--- config.mk ---
export PLATFORM = sky130hd
export DESIGN_NAME = wb_port_arbiter_flat
export DESIGN_NICKNAME = d
export VERILOG_FILES = /design/src/rtl/wb_port_arbiter_pkg.sv /design/src/rtl/wb_port_arbiter_if.sv /design/src/rtl/wb_md_fifo.sv /design/src/rtl/wb_port_arbiter.sv /design/src/flat_wrapper.sv
export SDC_FILE = /design/constraint.sdc
export NUM_CORES = 1
export LEC_CHECK = 0
export CORE_ASPECT_RATIO = 0.7
export CORE_MARGIN = 2
export CORE_UTILIZATION = 45
export CTS_BUF_LIST = sky130_fd_sc_hd__clkbuf_4 sky130_fd_sc_hd__clkbuf_8 sky130_fd_sc_hd__clkbuf_16
export CTS_CLUSTER_DIAMETER = 100
export DETAILED_ROUTE_END_ITERATION = 8
export PLACE_DENSITY = 0.82
export SYNTH_ARGS = -nofsm -noshare
export SYNTH_HDL_FRONTEND = slang
export SYNTH_SLANG_ARGS = --single-unit
--- constraint.sdc ---
create_clock -name clk -period 11.5 [get_ports clk]
set_input_delay 2.875 -clock clk [delete_from_list [all_inputs] [get_ports clk]]
set_output_delay 2.875 -clock clk [all_outputs]
set_load 0.05 [all_outputs]
--- src/rtl/wb_port_arbiter_pkg.sv ---
// Shared widths, types and helpers for the register-file write-port arbiter.
package wb_port_arbiter_pkg;

   localparam int WB_DW = 64;
   localparam int RF_AW = 5;

   typedef logic [WB_DW-1:0] wb_data_t;
   typedef logic [RF_AW-1:0] rf_addr_t;

   localparam rf_addr_t RF_ZERO = '0;

   typedef struct packed {
      logic     en;
      rf_addr_t rd;
      wb_data_t data;
      logic     mdiv;
   } wr_port_t;

   // A GPR write to r0 is architecturally a no-op; HI/LO writes use rd=0 legitimately.
   function automatic logic is_r0_write(input rf_addr_t rd, input logic mdiv);
      return (rd == RF_ZERO) && !mdiv;
   endfunction

endpackage

--- src/rtl/wb_port_arbiter_if.sv ---
// Pipeline, MDU and register-file write-port signals shared by the arbiter and its users.
interface wb_port_arbiter_if;
   import wb_port_arbiter_pkg::*;

   logic     pipe_wr;
   rf_addr_t pipe_rd;
   wb_data_t pipe_data;
   logic     pipe_mdiv;
   logic     md_valid;
   wb_data_t md_data;
   logic     md_ready;
   logic     pipe_stall;
   logic     hilo_pending;
   logic     wr_en;
   rf_addr_t wr_rd;
   wb_data_t wr_data;
   logic     wr_mdiv;
   logic     proto_err;

   modport slave (
      input  pipe_wr, pipe_rd, pipe_data, pipe_mdiv, md_valid, md_data,
      output md_ready, pipe_stall, hilo_pending, wr_en, wr_rd, wr_data, wr_mdiv, proto_err
   );

   modport master (
      output pipe_wr, pipe_rd, pipe_data, pipe_mdiv, md_valid, md_data,
      input  md_ready, pipe_stall, hilo_pending, wr_en, wr_rd, wr_data, wr_mdiv, proto_err
   );

endinterface

--- src/rtl/wb_md_fifo.sv ---
// DEPTH x 64 FIFO buffering MDU results; head is read combinationally for the grant mux.
module wb_md_fifo
   import wb_port_arbiter_pkg::*;
#(
   parameter int DEPTH = 2
) (
   input  logic                     clk,
   input  logic                     rst,
   input  logic                     push_i,
   input  logic                     pop_i,
   input  wb_data_t                 push_data_i,
   output wb_data_t                 head_o,
   output logic [$clog2(DEPTH):0]   count_o,
   output logic                     full_o,
   output logic                     empty_o
);

   localparam int PW = $clog2(DEPTH);
   localparam int CW = PW + 1;

   wb_data_t          mem_q [DEPTH];
   logic [PW-1:0]     wr_ptr_q;
   logic [PW-1:0]     rd_ptr_q;
   logic [CW-1:0]     count_q;

   always_ff @(posedge clk) begin
      if (push_i) mem_q[wr_ptr_q] <= push_data_i;
   end

   // Pointers are exactly log2(DEPTH) bits, so they wrap without explicit compare.
   always_ff @(posedge clk or negedge rst) begin
      if (!rst) begin
         wr_ptr_q <= '0;
         rd_ptr_q <= '0;
         count_q  <= '0;
      end else begin
         if (push_i) wr_ptr_q <= wr_ptr_q + PW'(1);
         if (pop_i)  rd_ptr_q <= rd_ptr_q + PW'(1);
         count_q <= count_q + CW'(push_i) - CW'(pop_i);
      end
   end

   assign head_o  = mem_q[rd_ptr_q];
   assign count_o = count_q;
   assign full_o  = (count_q == CW'(DEPTH));
   assign empty_o = (count_q == '0);

endmodule

--- src/rtl/wb_port_arbiter.sv ---
// Shares the single register-file write port between pipeline writeback (priority)
// and buffered MDU results, with a starvation counter that forces a pipeline stall.
module wb_port_arbiter
   import wb_port_arbiter_pkg::*;
#(
   parameter int DEPTH      = 2,
   parameter int STARVE_MAX = 4
) (
   input  logic               clk,
   input  logic               rst,
   wb_port_arbiter_if.slave   bus
);

   localparam int CW = $clog2(DEPTH) + 1;
   localparam int WW = $clog2(STARVE_MAX + 1);
   localparam logic [WW-1:0] WAIT_MAX = WW'(STARVE_MAX);

   logic          fifo_push;
   logic          fifo_pop;
   wb_data_t      fifo_head;
   logic [CW-1:0] fifo_count;
   logic          fifo_full;
   logic          fifo_empty;

   logic          stall;
   logic          fifo_grant;
   logic          pipe_grant;

   logic [WW-1:0] wait_q, wait_d;
   logic          proto_q, proto_d;
   wr_port_t      wr_q, wr_d;

   wb_md_fifo #(.DEPTH(DEPTH)) u_md_fifo (
      .clk         (clk),
      .rst         (rst),
      .push_i      (fifo_push),
      .pop_i       (fifo_pop),
      .push_data_i (bus.md_data),
      .head_o      (fifo_head),
      .count_o     (fifo_count),
      .full_o      (fifo_full),
      .empty_o     (fifo_empty)
   );

   // Stall comes only from a register so it cannot form a loop through pipe_wr.
   assign stall      = (wait_q == WAIT_MAX);
   assign fifo_push  = bus.md_valid & ~fifo_full;
   assign fifo_grant = ~fifo_empty & (stall | ~bus.pipe_wr);
   assign pipe_grant = bus.pipe_wr & ~stall & ~fifo_grant;
   assign fifo_pop   = fifo_grant;

   always_comb begin
      wr_d    = wr_q;
      wr_d.en = 1'b0;
      if (fifo_grant) begin
         wr_d.en   = 1'b1;
         wr_d.rd   = RF_ZERO;
         wr_d.data = fifo_head;
         wr_d.mdiv = 1'b1;
      end else if (pipe_grant) begin
         wr_d.en   = ~is_r0_write(bus.pipe_rd, bus.pipe_mdiv);
         wr_d.rd   = bus.pipe_rd;
         wr_d.data = bus.pipe_data;
         wr_d.mdiv = bus.pipe_mdiv;
      end
   end

   always_comb begin
      wait_d = wait_q;
      if (fifo_grant || fifo_empty) begin
         wait_d = '0;
      end else if (!stall) begin
         wait_d = wait_q + WW'(1);
      end
   end

   // A request during a forced stall is dropped and remembered until reset.
   assign proto_d = proto_q | (stall & bus.pipe_wr);

   always_ff @(posedge clk or negedge rst) begin
      if (!rst) begin
         wait_q  <= '0;
         proto_q <= 1'b0;
         wr_q    <= '0;
      end else begin
         wait_q  <= wait_d;
         proto_q <= proto_d;
         wr_q    <= wr_d;
      end
   end

   assign bus.md_ready     = ~fifo_full;
   assign bus.pipe_stall   = stall;
   assign bus.hilo_pending = (fifo_count != '0) | (wr_q.en & wr_q.mdiv);
   assign bus.wr_en        = wr_q.en;
   assign bus.wr_rd        = wr_q.rd;
   assign bus.wr_data      = wr_q.data;
   assign bus.wr_mdiv      = wr_q.mdiv;
   assign bus.proto_err    = proto_q;

endmodule
--- src/flat_wrapper.sv ---
// flat-port wrapper written by rule: the top's interface ports become plain ports
module wb_port_arbiter_flat import wb_port_arbiter_pkg::*;
#(
   parameter int DEPTH      = 2,
   parameter int STARVE_MAX = 4
)
  (clk, rst, bus_pipe_wr, bus_pipe_rd, bus_pipe_data, bus_pipe_mdiv, bus_md_valid, bus_md_data, bus_md_ready, bus_pipe_stall, bus_hilo_pending, bus_wr_en, bus_wr_rd, bus_wr_data, bus_wr_mdiv, bus_proto_err);
  wb_port_arbiter_if bus_i ();
  input  logic clk;
  input  logic rst;
  input wire logic [$bits(bus_i.pipe_wr)-1:0] bus_pipe_wr;
  input wire logic [$bits(bus_i.pipe_rd)-1:0] bus_pipe_rd;
  input wire logic [$bits(bus_i.pipe_data)-1:0] bus_pipe_data;
  input wire logic [$bits(bus_i.pipe_mdiv)-1:0] bus_pipe_mdiv;
  input wire logic [$bits(bus_i.md_valid)-1:0] bus_md_valid;
  input wire logic [$bits(bus_i.md_data)-1:0] bus_md_data;
  output wire logic [$bits(bus_i.md_ready)-1:0] bus_md_ready;
  output wire logic [$bits(bus_i.pipe_stall)-1:0] bus_pipe_stall;
  output wire logic [$bits(bus_i.hilo_pending)-1:0] bus_hilo_pending;
  output wire logic [$bits(bus_i.wr_en)-1:0] bus_wr_en;
  output wire logic [$bits(bus_i.wr_rd)-1:0] bus_wr_rd;
  output wire logic [$bits(bus_i.wr_data)-1:0] bus_wr_data;
  output wire logic [$bits(bus_i.wr_mdiv)-1:0] bus_wr_mdiv;
  output wire logic [$bits(bus_i.proto_err)-1:0] bus_proto_err;
  assign bus_i.pipe_wr = bus_pipe_wr;
  assign bus_i.pipe_rd = bus_pipe_rd;
  assign bus_i.pipe_data = bus_pipe_data;
  assign bus_i.pipe_mdiv = bus_pipe_mdiv;
  assign bus_i.md_valid = bus_md_valid;
  assign bus_i.md_data = bus_md_data;
  assign bus_md_ready = bus_i.md_ready;
  assign bus_pipe_stall = bus_i.pipe_stall;
  assign bus_hilo_pending = bus_i.hilo_pending;
  assign bus_wr_en = bus_i.wr_en;
  assign bus_wr_rd = bus_i.wr_rd;
  assign bus_wr_data = bus_i.wr_data;
  assign bus_wr_mdiv = bus_i.wr_mdiv;
  assign bus_proto_err = bus_i.proto_err;
  wb_port_arbiter #(.DEPTH(DEPTH), .STARVE_MAX(STARVE_MAX)) u_core (.clk(clk), .rst(rst), .bus(bus_i));
endmodule
After elaboration in Yosys (flattened, before gate mapping)
Memories as Yosys holds them, arrays and structs flattened. Cells that the tools add are included.

Memories: 1. Output and inout bits: 75. Memory bits (writable): 128. Logic and storage cells: 46. Input bits: 138. Register bits: 79.

Reductions and logical operators: 7. Bitwise gates (word level): 15. Mux-type cells: 6. $add $sub $neg: 5. Eq/ne operators: 3.

Memory list: u_core.u_md_fifo.mem_q (words 2, width 64, rd ports 1, clocked after memory_dff 0, wr ports 1, RTL line wb_md_fifo.sv:21) `wb_data_t mem_q [DEPTH];`.

Operators by type and width (count): 71-bit 2-to-1 mux (2); 1-bit bitwise AND (6); 3-bit 2-to-1 mux (2); 1-bit NOT (6); 5-bit logical NOT (1); 2-bit nonzero test (2); 3-bit by 1-bit adder with 3-bit output, second input constant (1); 3-bit equality test, second input constant (1); 1-bit OR (3); 1-bit adder, second input constant (2); 2-bit by 1-bit adder with 2-bit output (1); 2-bit equality test, second input constant (1); 2-bit logical NOT (1); 1-bit 2-to-1 mux (2); 2-bit != test, second input constant (1); 2-bit by 1-bit subtractor with 2-bit output (1); 1-bit logical AND (1); 1-bit logical NOT (1); 1-bit logical OR (1).

Depth between registers and ports, before layout
Word-level depth: 7. Gate-level depth with buffers: 8. Gate-level depth less buffers: 7.

By module
A second synthesis with hierarchy kept.

Cells, all modules: 542. Area total of the unflattened synthesis: 8952.3 µm².

Modules (own cells, without submodules): wb_md_fifo (sequential area each 3943.8 µm², times used 1, cells an instance 214, area an instance 5021.1 µm²); wb_port_arbiter (sequential area each 1876.8 µm², times used 1, cells an instance 328, area an instance 3931.3 µm²).

Worst setup path after synthesis
Ideal clock, no wire load.

Path type: input -> register. Start point: input port bus_md_valid. End point: memory u_core.u_md_fifo.mem_q[0][0] (netlist name) (enable). Setup time: 0.487 ns. Buffers on the path: 0. Path slack: 5.332 ns. Arrival time: 5.681 ns. Required time: 11.013 ns. Stages: 2. Cells stage by stage: nand2_1 nor2_1.

Word-level cells in the longest chain between the ends: 3.

RTL lines: from (decl) (RTL line flat_wrapper.sv:15) `input wire logic [$bits(bus_i.md_valid)-1:0] bus_md_valid;`; 1-bit bitwise AND (RTL line wb_port_arbiter.sv:47) `assign fifo_push = bus.md_valid & ~fifo_full;`; 1-bit 2-to-1 mux (RTL line wb_md_fifo.sv:27) `if (push_i) mem_q[wr_ptr_q] <= push_data_i;`; 1-bit 2-to-1 mux (not written as such) (RTL line wb_md_fifo.sv:27); to (decl) (RTL line wb_md_fifo.sv:21).

Every way passes these cells.

Worst setup path in the final report
Start point: input port bus_pipe_wr. End point: register u_core.u_md_fifo.count_q[1] (netlist: u_core.u_md_fifo.count_o[1]).

Word-level cells in the longest chain between the ends: 4.

RTL lines: from (decl) (RTL line flat_wrapper.sv:11) `input wire logic [$bits(bus_i.pipe_wr)-1:0] bus_pipe_wr;`; 1-bit NOT (RTL line wb_port_arbiter.sv:48) `assign fifo_grant = ~fifo_empty & (stall | ~bus.pipe_wr);`; 1-bit OR (RTL line wb_port_arbiter.sv:48); 1-bit bitwise AND (RTL line wb_port_arbiter.sv:48); 2-bit by 1-bit subtractor with 2-bit output (RTL line wb_md_fifo.sv:39) `count_q <= count_q + CW'(push_i) - CW'(pop_i);`; to (signal assigned) (RTL line wb_md_fifo.sv:39); to (decl) (RTL line wb_md_fifo.sv:24) `logic [CW-1:0] count_q;`.

Every way passes these cells. A chain may end at the register's enable or synchronous reset.

==> out/qor.yml <==
status: "completed"
drtIter0Drc: 399
postCtsSetupRepairBufs: 0
cell_chosen_for_the_clock_root: "clkbuf_16"
crit_path_start_kind: "input pin"
drive_gt1_frac: 0.0648
timing_max_transition_violations_final: 0
internal-power_uw: 1840
met1_demand_to_capacity_share_in_global_routing: 0.239
seq_power_share: 0.381
setup_total_negative_slack_ns: 0
cp_max_fo: 79
finalHoldViolations: 0
use_met2: 0.293
num_vias: 5333
postCtsResizedCells: 0
hp-start: "u_core.wait_q[0]"
unrepaired_setup_endpoints_after_global_routing: "no"
p_sw_uw: 1090
synthesis.area_sq_um: 8170
timing.max_cap.violations: 0
n_antenna_cell: 0
grt_first_pass_wirelength_um: 27000
timing.hold.worst_endpoint: "u_core.wait_q[0]"
yosysTopAreaCellShare: 0.471
global_route.overflow_total: 0
postSynthCellCount: 614
initial_antenna_violation_count: 0
insertion_delay_ns: 0.48
finalNetCount: 960
top_usage_layer: "met2"
power_frac_clock: 0.241
grt_usage: 0.178
worstHoldPathCells: 1
floorplan.die_area_sq_um: 19300
dp_hpwl_um: 11800
syn_area_per_cell_sq_um: 13.3
place_inst: 1033
drtAntennaViolNets: 0
level_count_of_the_clock_h_tree: 1
synth_async_sr_flop_share: 0.382
die_h_um: 117
vdd_ir_drop_max_uv: 127
fin_worst_skew_ns: 0.00657
power_switching_share: 0.371
area_of_the_core_sq_um: 17900
timing.reg2reg.setup_slack_ns: 8.68
met3_track_demand_over_resource: 0.0458
peak_clock_frequency_supported_by_timing_ghz: 0.196
cts_hold_buffers: 0
regToRegStartpoint: "u_core.wait_q[0]"
finish.cell_count_without_fillers: 1069
crit-reg2reg-capture: "u_core.u_md_fifo.count_o[1]"
final_core_utilization: 0.621
drt-vias-per-instance: 4.99
clock-sinks: 207
dominantRegCellSynth: "edfxtp_1"
most-common-layout-cells: "clkdlybuf4s50_1 (211), edfxtp_1 (128), dfrtp_1 (78), nand2_1 (77), nor2_1 (67)"
grt_start_max_net_pins: 80
area_growth_pct: 36.2
crit_type: "input pin to flop"
synth.net_count: 755
fp-row-count: 41
dieWidth_um: 165
dr.pass1.iters: 5
rr_worst_depth: 9
arrival_ns: 5.48
combinational_fraction_of_design_power: 0.378
critPathRequiredTime_ns: 11.87
tightestPinTransition_ns: 0.950
p_leak_uw: 0.00435
ys_types: 29
hold_ws_ns: 0.473
cts_buffers: 20
io_buffer_count: 212
synth.top_cells.by_area: "edfxtp_1 (47%), dfrtp_1 (24%), mux2i_1 (7.8%), a21oi_1 (4.0%), nand2_1 (3.5%)"
slew_headroom: 0.365
most_common_cell_after_layout_fill_and_taps_aside: "clkdlybuf4s50_1"
holdCritPathClass: "flop to flop"
endpoint_kind_of_the_worst_setup_timing_path: "flop"
clk_pin_slew_ns: 0.06
first_global_vias: 5380
yosys_register_bits: 207
synthDominantAreaCellType: "edfxtp_1"
total_power_divided_by_cell_area_nw_per_um2: 263
ctsLongestPathBuffers: 3
tritoncts: "yes"
drt_wl_total_um: 17400
routabilityCongestion: 0.777
detail_route.wl_per_cell_um: 16.3
layout_worst_path_cycle_share: 0.445
setup_viol: 0
io_pins: 213
post-route-min-period_ns: 5.11
synth_enable_flop_cells: 128
post_synthesis_sequential_area_ratio: 0.713
initial_utilization: 0.456
yosys_warnings: 0
detail_route.drc_violations: 0
==> how the worst max path moves through the flow <==
stage | startpoint | to | slack, ns | depth (start not counted)
after CTS | bus_pipe_wr | u_core.u_md_fifo.count_o[1] | 6.41 | 8
after global placement | bus_pipe_wr | u_core.u_md_fifo.count_o[1] | 5.95 | 8
after global routing | bus_pipe_wr | u_core.u_md_fifo.count_o[1] | 6.18 | 8
final | bus_pipe_wr | u_core.u_md_fifo.count_o[1] | 6.39 | 8
after detailed placement | bus_pipe_wr | u_core.u_md_fifo.count_o[1] | 5.91 | 8
after floorplan | bus_md_valid | u_core.u_md_fifo.mem_q[0][0] | 5.33 | 2
==> cells by family (layout without fill, tap and decap cells) <==
family	after synthesis	count (layout)	synth area share
xor gates and xnor gates	5	5	0.00536
DFF	207	207	0.713
adders and majority gates	3	3	0.00460
muxes	64	64	0.0785
AOI/OAI and AO/OA	139	139	0.0889
buffers and inverters	39	258	0.0336
and+or+nand+nor	157	157	0.0763
==> sequential cells by signal, summed over array words and instances, names as in the netlist <==
register and count:
u_core.bus.proto_err 1, u_core.bus.wr_data 64, u_core.bus.wr_en 1, u_core.bus.wr_mdiv 1, u_core.bus.wr_rd 5, u_core.u_md_fifo.count_o 2
u_core.u_md_fifo.mem_q 128, u_core.u_md_fifo.rd_ptr_q 1, u_core.u_md_fifo.wr_ptr_q 1, u_core.wait_q 3
==> critical path: stages <==
cell	delay [ns]
clkdlybuf4s50_1	0.54
a21boi_4	0.19
buf_4	0.48
buf_4	0.67
nor2_2	0.13
xnor2_1	0.16
ha_1	0.19
xnor2_1	0.13
==> cell type report <==
cell class / instances / area (sq um)
Clock inverter: 8 / 115
Sequential cell: 207 / 5820
Tap cell: 236 / 295
Clock buffer: 28 / 614
Fill cell: 1361 / 6780
Multi-Input combinational cell: 368 / 2090
Inverter: 2 / 7.51
Timing Repair Buffer: 220 / 2180
==> metrics by stage <==
stage	worst slack [ns]	cell area [sq um]	power, uW
2_1_floorplan	5.33	8170	1910
3_3_place_gp	5.95	10400	2220
3_5_place_dp	5.91	10400	2240
4_1_cts	6.41	11100	2960
5_1_grt	6.18	11100	3080
6_report	6.39	11100	2920
==> power by group through the flow <==
stage	Combinational, uW	Clock [uW]	Sequential [uW]
after floorplan	516	0	1390
after global placement	1100	0	1120
after detailed placement	1120	0	1130
after CTS	1120	721	1120
after global routing	1190	751	1140
final	1100	706	1110
==> Yosys cell counts, types with 3 or more instances <==
cell / n
o21ai_0: 20
o21ai_1: 49
dfrtp_1: 79
clkbuf_1: 4
mux2i_1: 64
buf_4: 17
clkbuf_2: 4
nor2_1: 69
buf_2: 5
buf_6: 7
nand2_1: 77
xnor2_1: 4
edfxtp_1: 128
ha_1: 3
a21oi_1: 66
==> layer usage <==
metal	wire (um)	part of all wire
met5	0	0
met2	7990	0.46
met1	7700	0.44
met4	397	0.023
met3	1340	0.077
No activity file was read; power rests on OpenSTA's default activity.
